==> src/rtl/ccg_bist_pkg.sv <==
// ccg_bist_pkg: shared definitions for the BIST harness.
// Contents:
//   - FSM state enum (IDLE, RUN, DONE)
//   - LFSR tap constant and the default nonzero seed
//   - LFSR next-state helper function
package ccg_bist_pkg;

  typedef enum logic [1:0] {
    IDLE = 2'd0,
    RUN  = 2'd1,
    DONE = 2'd2
  } bist_state_t;

  // Taps for x^32 + x^22 + x^2 + x + 1. Bit i holds the LFSR stage whose
  // output feeds the XOR, so the set bits are 31, 21, 1 and 0.
  localparam logic [31:0] LFSR_TAPS     = 32'h8020_0003;
  localparam logic [31:0] LFSR_SEED_DEF = 32'h0000_0001;

  // One Fibonacci step: shift left, XOR of the tapped bits enters bit 0.
  function automatic logic [31:0] lfsr_next(input logic [31:0] cur);
    return {cur[30:0], ^(cur & LFSR_TAPS)};
  endfunction

endpackage

==> src/rtl/ccg_misr.sv <==
// ccg_misr: multiple-input signature register.
// Ports:
//   clk, rst  - clock, synchronous active-high reset
//   clear     - load zero on the next edge (priority over enable)
//   enable    - compact data into the signature on the next edge
//   data      - N_IN_BITS response bits, zero-extended to SIG_W
//   sig       - current signature (registered)
//   sig_next  - value sig would take if enable were asserted now
module ccg_misr
  import ccg_bist_pkg::*;
#(
  parameter int                SIG_W     = 16,
  parameter int                N_IN_BITS = 2,
  parameter logic [SIG_W-1:0]  SIG_POLY  = 16'h1021
) (
  input  logic                 clk,
  input  logic                 rst,
  input  logic                 clear,
  input  logic                 enable,
  input  logic [N_IN_BITS-1:0] data,
  output logic [SIG_W-1:0]     sig,
  output logic [SIG_W-1:0]     sig_next
);

  logic [SIG_W-1:0] data_ext_s;

  // Next signature: shift, conditional polynomial feedback, fold in response.
  always_comb begin
    data_ext_s                  = {SIG_W{1'b0}};
    data_ext_s[N_IN_BITS-1:0]   = data;
    sig_next = {sig[SIG_W-2:0], 1'b0}
             ^ (sig[SIG_W-1] ? SIG_POLY : {SIG_W{1'b0}})
             ^ data_ext_s;
  end

  // Signature register.
  always_ff @(posedge clk) begin
    if (rst) begin
      sig <= {SIG_W{1'b0}};
    end else if (clear) begin
      sig <= {SIG_W{1'b0}};
    end else if (enable) begin
      sig <= sig_next;
    end else begin
      sig <= sig;
    end
  end

endmodule

==> src/rtl/ccg_bist_harness.sv <==
// ccg_bist_harness: LFSR stimulus generator + MISR response compactor that
// drives a circuit under test for num_pat patterns and compares the final
// signature with a golden value.
// Optional feature: define CCG_BIST_ABORT_EN to add the abort input, which
// cancels a run in progress (signature retained, no pass/done).
// Ports:
//   clk, rst        - clock, synchronous active-high reset
//   start           - launch pulse (accepted in IDLE/DONE only)
//   abort           - (CCG_BIST_ABORT_EN only) cancel a run
//   seed            - LFSR seed (0 is replaced by 1)
//   num_pat         - number of patterns to compact
//   golden          - expected signature
//   x_out           - registered stimulus (low N_IN LFSR bits)
//   f_in            - response from the circuit under test
//   busy/done/pass  - status flags (registered)
//   signature       - current MISR value
module ccg_bist_harness
  import ccg_bist_pkg::*;
#(
  parameter int               N_IN     = 6,
  parameter int               N_OUT    = 2,
  parameter int               SIG_W    = 16,
  parameter logic [SIG_W-1:0] SIG_POLY = 16'h1021,
  parameter int               CNT_W    = 16
) (
  input  logic             clk,
  input  logic             rst,
  input  logic             start,
`ifdef CCG_BIST_ABORT_EN
  input  logic             abort,
`endif
  input  logic [31:0]      seed,
  input  logic [CNT_W-1:0] num_pat,
  input  logic [SIG_W-1:0] golden,
  output logic [N_IN-1:0]  x_out,
  input  logic [N_OUT-1:0] f_in,
  output logic             busy,
  output logic             done,
  output logic             pass,
  output logic [SIG_W-1:0] signature
);

  localparam logic [CNT_W-1:0] CNT_ONE = CNT_W'(1);

  bist_state_t      state_r, state_next_s;
  logic [31:0]      lfsr_r;
  logic [31:0]      lfsr_nxt_s;
  logic [31:0]      seed_eff_s;
  logic [CNT_W-1:0] count_r;
  logic [SIG_W-1:0] golden_r;
  logic [SIG_W-1:0] sig_next_s;
  logic             load_s, zero_s, step_s, last_s, abort_s;
  logic             abort_in_s;

`ifdef CCG_BIST_ABORT_EN
  assign abort_in_s = abort;
`else
  assign abort_in_s = 1'b0;
`endif

  assign seed_eff_s = (seed == 32'h0) ? LFSR_SEED_DEF : seed;
  assign lfsr_nxt_s = lfsr_next(lfsr_r);

  // Next-state and control decode.
  always_comb begin
    state_next_s = state_r;
    load_s       = 1'b0;
    zero_s       = 1'b0;
    step_s       = 1'b0;
    last_s       = 1'b0;
    abort_s      = 1'b0;
    case (state_r)
      IDLE, DONE: begin
        if (start) begin
          if (num_pat != {CNT_W{1'b0}}) begin
            load_s       = 1'b1;
            state_next_s = RUN;
          end else begin
            zero_s       = 1'b1;
            state_next_s = DONE;
          end
        end else begin
          state_next_s = state_r;
        end
      end
      RUN: begin
        if (abort_in_s) begin
          abort_s      = 1'b1;
          state_next_s = IDLE;
        end else begin
          step_s = 1'b1;
          if (count_r == CNT_ONE) begin
            last_s       = 1'b1;
            state_next_s = DONE;
          end else begin
            state_next_s = RUN;
          end
        end
      end
      default: state_next_s = IDLE;
    endcase
  end

  // State, LFSR, counter and status registers.
  always_ff @(posedge clk) begin
    if (rst) begin
      state_r  <= IDLE;
      lfsr_r   <= LFSR_SEED_DEF;
      count_r  <= {CNT_W{1'b0}};
      golden_r <= {SIG_W{1'b0}};
      x_out    <= {N_IN{1'b0}};
      busy     <= 1'b0;
      done     <= 1'b0;
      pass     <= 1'b0;
    end else begin
      state_r <= state_next_s;
      if (load_s) begin
        lfsr_r   <= seed_eff_s;
        x_out    <= seed_eff_s[N_IN-1:0];
        count_r  <= num_pat;
        golden_r <= golden;
        busy     <= 1'b1;
        done     <= 1'b0;
        pass     <= 1'b0;
      end else if (zero_s) begin
        count_r  <= {CNT_W{1'b0}};
        golden_r <= golden;
        busy     <= 1'b0;
        done     <= 1'b1;
        pass     <= (golden == {SIG_W{1'b0}});
      end else if (abort_s) begin
        busy <= 1'b0;
        done <= 1'b0;
        pass <= 1'b0;
      end else if (step_s) begin
        lfsr_r  <= lfsr_nxt_s;
        x_out   <= lfsr_nxt_s[N_IN-1:0];
        count_r <= count_r - CNT_ONE;
        if (last_s) begin
          // The signature lands on this same edge, so compare its next value.
          busy <= 1'b0;
          done <= 1'b1;
          pass <= (sig_next_s == golden_r);
        end
      end
    end
  end

  ccg_misr #(
    .SIG_W     (SIG_W),
    .N_IN_BITS (N_OUT),
    .SIG_POLY  (SIG_POLY)
  ) u_misr (
    .clk      (clk),
    .rst      (rst),
    .clear    (load_s | zero_s),
    .enable   (step_s),
    .data     (f_in),
    .sig      (signature),
    .sig_next (sig_next_s)
  );

endmodule

==> config.mk <==
export PLATFORM = sky130hd
export DESIGN_NAME = ccg_bist_harness
export DESIGN_NICKNAME = d
export VERILOG_FILES = /design/src/rtl/ccg_bist_pkg.sv /design/src/rtl/ccg_misr.sv /design/src/rtl/ccg_bist_harness.sv
export SDC_FILE = /design/constraint.sdc
export NUM_CORES = 1
export LEC_CHECK = 0
export ABC_AREA = 1
export CAP_MARGIN = 20
export CELL_PAD_IN_SITES_DETAIL_PLACEMENT = 1
export CELL_PAD_IN_SITES_GLOBAL_PLACEMENT = 2
export CORE_MARGIN = 2
export CORE_UTILIZATION = 31
export CTS_BUF_LIST = sky130_fd_sc_hd__clkbuf_4 sky130_fd_sc_hd__clkbuf_8
export CTS_CLUSTER_SIZE = 20
export DETAILED_ROUTE_END_ITERATION = 8
export PLACE_DENSITY = 0.84
export SLEW_MARGIN = 20
export SYNTH_ARGS = -nofsm -noshare
export SYNTH_HDL_FRONTEND = slang
export SYNTH_SLANG_ARGS = --single-unit
==> constraint.sdc <==
create_clock -name clk -period 3.2 [get_ports clk]
set_input_delay 0.32 -clock clk [delete_from_list [all_inputs] [get_ports clk]]
set_output_delay 0.32 -clock clk [all_outputs]
set_load 0.01 [all_outputs]
# After elaboration in Yosys (flattened, before gate mapping)
# Cells that the tools add are included.
# word_totals
register_bits	91
in_bits	69
output_inout_bits	25
latch_bits	0
mem_count	0
word_cells	72
mem_bits_rw	0
mem_bits_ro	0
# classes
eq_ne	6
order_cmp	0
div_mod_pow	0
bitwise	3
n_mux	36
multipliers	0
shifts	0
reduce_logical	17
n_addsub	1
# op_table
op	n
$mux 32	4
$mux 16	5
$logic_not 32->1	1
$reduce_xor 32->1	1
$mux 1	19
$mux 6	3
$eq 16x1->1 const B	1
$eq 16x16->1	1
$logic_not 16->1	1
$reduce_bool 16->1	1
$sub 16x1->16 const B	1
$xor 16x16->16	1
$xor 16x2->16	1
$mux 13	1
$reduce_bool 2->1	4
$mux 2	3
$reduce_and 2->1	3
$reduce_bool 3->1	2
$reduce_or 2->1	3
$ne 2x2->1 const B	2
$pmux 2 s2	1
$eq 2x1->1 const B	1
$eq 2x2->1 const B	1
$logic_not 2->1	1
$or 1x1->1	1

# Longest topological paths before layout
# depth
ltp_word	7
depth_mapped	11
mapped_depth_nobuf	11

# By module
# A second synthesis with hierarchy kept.
# unflattened
cells_unflattened	722
area_unflattened_um2	4844.6
# by_module_without_submodules
mod	n_inst	area_each_um2	seq_area_each_um2	cells_each
ccg_bist_harness	1	4091.4	1401.3	612
ccg_misr	1	753.2	320.3	110

# Least setup slack after synthesis
# OpenSTA, ideal clock, no wires.
# synth_path
path_type	input port to flip-flop
startpoint	in num_pat[2]
endpoint	reg lfsr_r[28]
path_stages	9
n_path_buf	1
slack_ns	1.884
required_time_ns	3.082
arrival_ns	1.198
setup_time_ns	0.118
path_cell_list	nor2_1 > nand2_1 > nor2_1 > nand2_2 > nand3_4 > inv_4 > buf_2 > nor3_1 > nor3_1
# synth_between
elab_chain_len	6
word_cells_on_any_way	11
cone_classes	eq/ne (1); mux (7); reduce/logical (3)
# synth_rtl
element	line	rtl
from (decl)	ccg_bist_harness.sv:33	input logic [CNT_W-1:0] num_pat,
$reduce_bool 16->1 (*)	ccg_bist_harness.sv:75	if (num_pat != {CNT_W{1'b0}}) begin
$mux 1	ccg_bist_harness.sv:75	
$mux 1	ccg_bist_harness.sv:74	if (start) begin
$mux 1	ccg_bist_harness.sv:72	case (state_r)
$ne 2x2->1 (no source line) / $reduce_bool 2->1 (equally long branches)	n/a	
$reduce_and 2->1 (no source line)	n/a	
to (signal assigned)	ccg_bist_harness.sv:118	lfsr_r <= seed_eff_s;
to (signal assigned)	ccg_bist_harness.sv:136	lfsr_r <= lfsr_nxt_s;
to (decl)	ccg_bist_harness.sv:46	logic [31:0] lfsr_r;
# Mark *: on every way between the ends. The rest lies on a longest branch, timed or not.
# A chain may end at the register's enable or synchronous reset.

# Final worst setup path
# layout_path
startpoint	reg state_r[0]
endpoint	reg pass
# layout_between
elab_chain_len	5
word_cells_on_any_way	13
cone_classes	eq/ne (2); mux (5); reduce/logical (6)
# layout_rtl
element	line	rtl
from (decl)	ccg_bist_harness.sv:45	bist_state_t state_r, state_next_s;
from (signal assigned)	ccg_bist_harness.sv:116	state_r <= state_next_s;
$eq 2x2->1 / $logic_not 2->1 (equally long branches)	ccg_bist_harness.sv:72	
$reduce_or 2->1	ccg_bist_harness.sv:72	
$mux 1	ccg_bist_harness.sv:72	
$reduce_bool 2->1 (no source line)	n/a	
$reduce_and 2->1 (no source line)	n/a	
to (signal assigned)	ccg_bist_harness.sv:130	pass <= (golden == {SIG_W{1'b0}});
to (signal assigned)	ccg_bist_harness.sv:143	pass <= (sig_next_s == golden_r);
to (decl)	ccg_bist_harness.sv:39	output logic pass,
# Several ways; a longest one is shown, not always the timed one.

==> impl_metrics.json <==
{
  "fp.dieW_um": 125.7,
  "grt_pass1_wl_um": 24070,
  "slew_violations": 0,
  "skew_ps": 10.28,
  "rr_worst_depth": 9,
  "diodes": 0,
  "seq_area_frac_synth_pct": 37.47,
  "max_slew_margin_pct": 55.58,
  "synth_edf_count": 0,
  "hold_viol": 0,
  "grt.overflow.total": 0,
  "hold_depth": 2,
  "crit_type": "reg -> reg",
  "crit_chain": "inv_2 -> nor2_4 -> buf_4 -> nand3_1 -> nand2_1 -> inv_1 -> nor2_1 -> nand2_1 -> a21oi_1",
  "port_buffers": 93,
  "grt_max_degree": 58,
  "io_pins": 94,
  "grt_util_all_layers_pct": 18.77,
  "ys_types": 31,
  "routed_wl_um": 14600,
  "ant_nets": 0,
  "root_buffer": "clkbuf_8",
  "synth_area_leader_cell": "dfxtp_1",
  "crit_top_cell": "nand2_1",
  "drive_gt1_share_pct": 5.366,
  "hp-class": "reg -> reg",
  "drc_errors": 0,
  "worstPathRequired_ps": 3510,
  "hold_slack_ps": 471.5,
  "synthTopCellsByCount": "nand2_1 (128), nor2_1 (106), dfxtp_1 (86)",
  "path_max_fanout": 57,
  "routedWlPerCell_um": 15.40,
  "fin_cells": 948,
  "antenna_found_initial": 0,
  "finalPower_uw": 2861,
  "synth_most_common_cell": "nand2_1",
  "dp_slack_ps": 933.6,
  "place_inst": 932,
  "post_cts.repair.setup_buffers": 0,
  "path_buf_inv": 3,
  "place_hpwl_um": 10530,
  "power_density_nw_per_um2": 496.2,
  "dieArea_um2": 15810,
  "fin_crit_ps": 1913,
  "syn_avg_cell_area_um2": 6.630,
  "synth_flop_cell": "dfxtp_1",
  "arrival_ps": 2230,
  "clockBufferDepth": 2,
  "drtIter0Drc": 192,
  "cts_tree": "done",
  "cp.depth": 9,
  "worstSetupStartpoint": "state_r[0]$_SDFFE_PP0P_",
  "min_period_over_period_pct": 59.79,
  "yosysWarnings": 0,
  "cp-end-kind": "register",
  "cts_resized": 0,
  "coreArea_um2": 14530,
  "grt_setup_unrepaired": "false",
  "r2r-start": "state_r[0]$_SDFFE_PP0P_",
  "timing.fmax_mhz": 522.7,
  "synth_cells": 693,
  "num_rows": 44,
  "ys_ff_latch": 86,
  "vias": 4635,
  "path_delay_family": "buffers and inverters",
  "yosys.area.top_type_share_pct": 37.47,
  "ys_async_sr_fraction_pct": 0,
  "post_synth_instance_area_um2": 4594,
  "vdd_ir_drop_max_v": 0.0002434,
  "postLayoutSetupSlackWorst_ps": 1287,
  "clk_pin_slew_ps": 90,
  "cpPeakStageDelay_ps": 540,
  "start_util_pct": 31.61,
  "synthToLayoutAreaGrowth_pct": 25.49,
  "fin_nets": 830,
  "routabilityCongestion": 0.8025,
  "cts_made_buffers": 9,
  "worst_pin_slew_ps": 666.3,
  "htreeDepth": 3,
  "cts-hold-fix-buffers": 0,
  "crit_path_top_delay_cell": "buf_4",
  "synth_nets": 764,
  "tns_ps": 0,
  "grt_pass1_vias": 4762,
  "die_h_um": 125.7,
  "setup_violations": 0,
  "power.leakage_uw": 0.002399,
  "maxCapViolCount": 0,
  "detail_route.vias_per_cell": 4.889,
  "outcome": "finished clean",
  "clk_latency_ps": 370,
  "cts.sinks": 86,
  "first_pass_iters": 4,
  "yosys-top-cells-area": "dfxtp_1 (37%), nand2_1 (10%), nor2_1 (8.7%)",
  "worstHoldStart": "lfsr_r[10]$_SDFFE_PP0P_",
  "startpoint_type": "register"
}
## state kept, by name, indices dropped and copies added, names as in the netlist
| signal | count |
|---|---|
| u_misr.sig | 16 |
| golden_r | 16 |
| state_r | 2 |
| x_out | 5 |
| count_r | 16 |
| done | 1 |
| lfsr_r | 28 |
| busy | 1 |
| pass | 1 |
## report_power, final
group | internal (µW) | switching [µW] | leakage (µW)
Combinational | 281 | 386 | 0.00158
Clock | 521 | 430 | 0.000112
Sequential | 1170 | 77.0 | 0.000710
Total | 1970 | 894 | 0.00240
## metal layers
metal	vias up	track usage (%)	part of all wire (%)
li1	2367	-	-
met1	2173	24.50	48
met2	85	32.15	47
met3	10	3.866	3.4
met4	0	4.072	0.93
met5	-	0	0
## final cells by class
class	count	area, µm²
repair buffers	103	1006
clock buffers	9	123.9
multi-input cells	488	2293
flip-flops and latches	86	1722
fillers	1868	8768
inverters	71	269.0
well taps	184	230.2
clock inverters	7	121.4
## cells by family after synthesis
logic type	Yosys count	share of synthesized area [%]
simple gates	339	31.94
fa+ha+maj	2	0.5446
flops	86	37.47
buf+inv	119	12.61
compound gates	138	15.71
xor+xnor	9	1.716
## path summary, 6_finish.rpt
check | to | slack [ps]
worst max register to register | pass$_SDFFE_PP0P_ | 1290
worst max-delay path | pass$_SDFFE_PP0P_ | 1290
worst min register to register | lfsr_r[10]$_SDFFE_PP0P_ | 470
worst min-delay path | lfsr_r[10]$_SDFFE_PP0P_ | 470
## through the flow
stage / utilization, % / area [µm²]
after floorplan: - / 4594
after global placement: 37.98 / 5520
after detailed placement: 37.98 / 5520
after CTS: 39.67 / 5766
after global routing: 39.67 / 5766
final: 39.67 / 5766
## tightest hold or removal path, stage by stage (launching register included)
cell and delay (ps):
dfxtp_1 320, nand2_1 60, a21oi_1 50
## layout by cell type, fill, tap and decap left out, types with 10 or more instances in the layout
master | netlist | final
inv_1 | 65 | 65
nand3_1 | 30 | 30
buf_4 | 23 | 10
o21ai_0 | 76 | 76
a21oi_1 | 40 | 40
clkdlybuf4s50_1 | 0 | 93
nand2_1 | 128 | 128
nor2_1 | 106 | 106
dfxtp_1 | 86 | 86
nor3_1 | 57 | 57
Note: power is estimated with default switching activity, not from simulation.
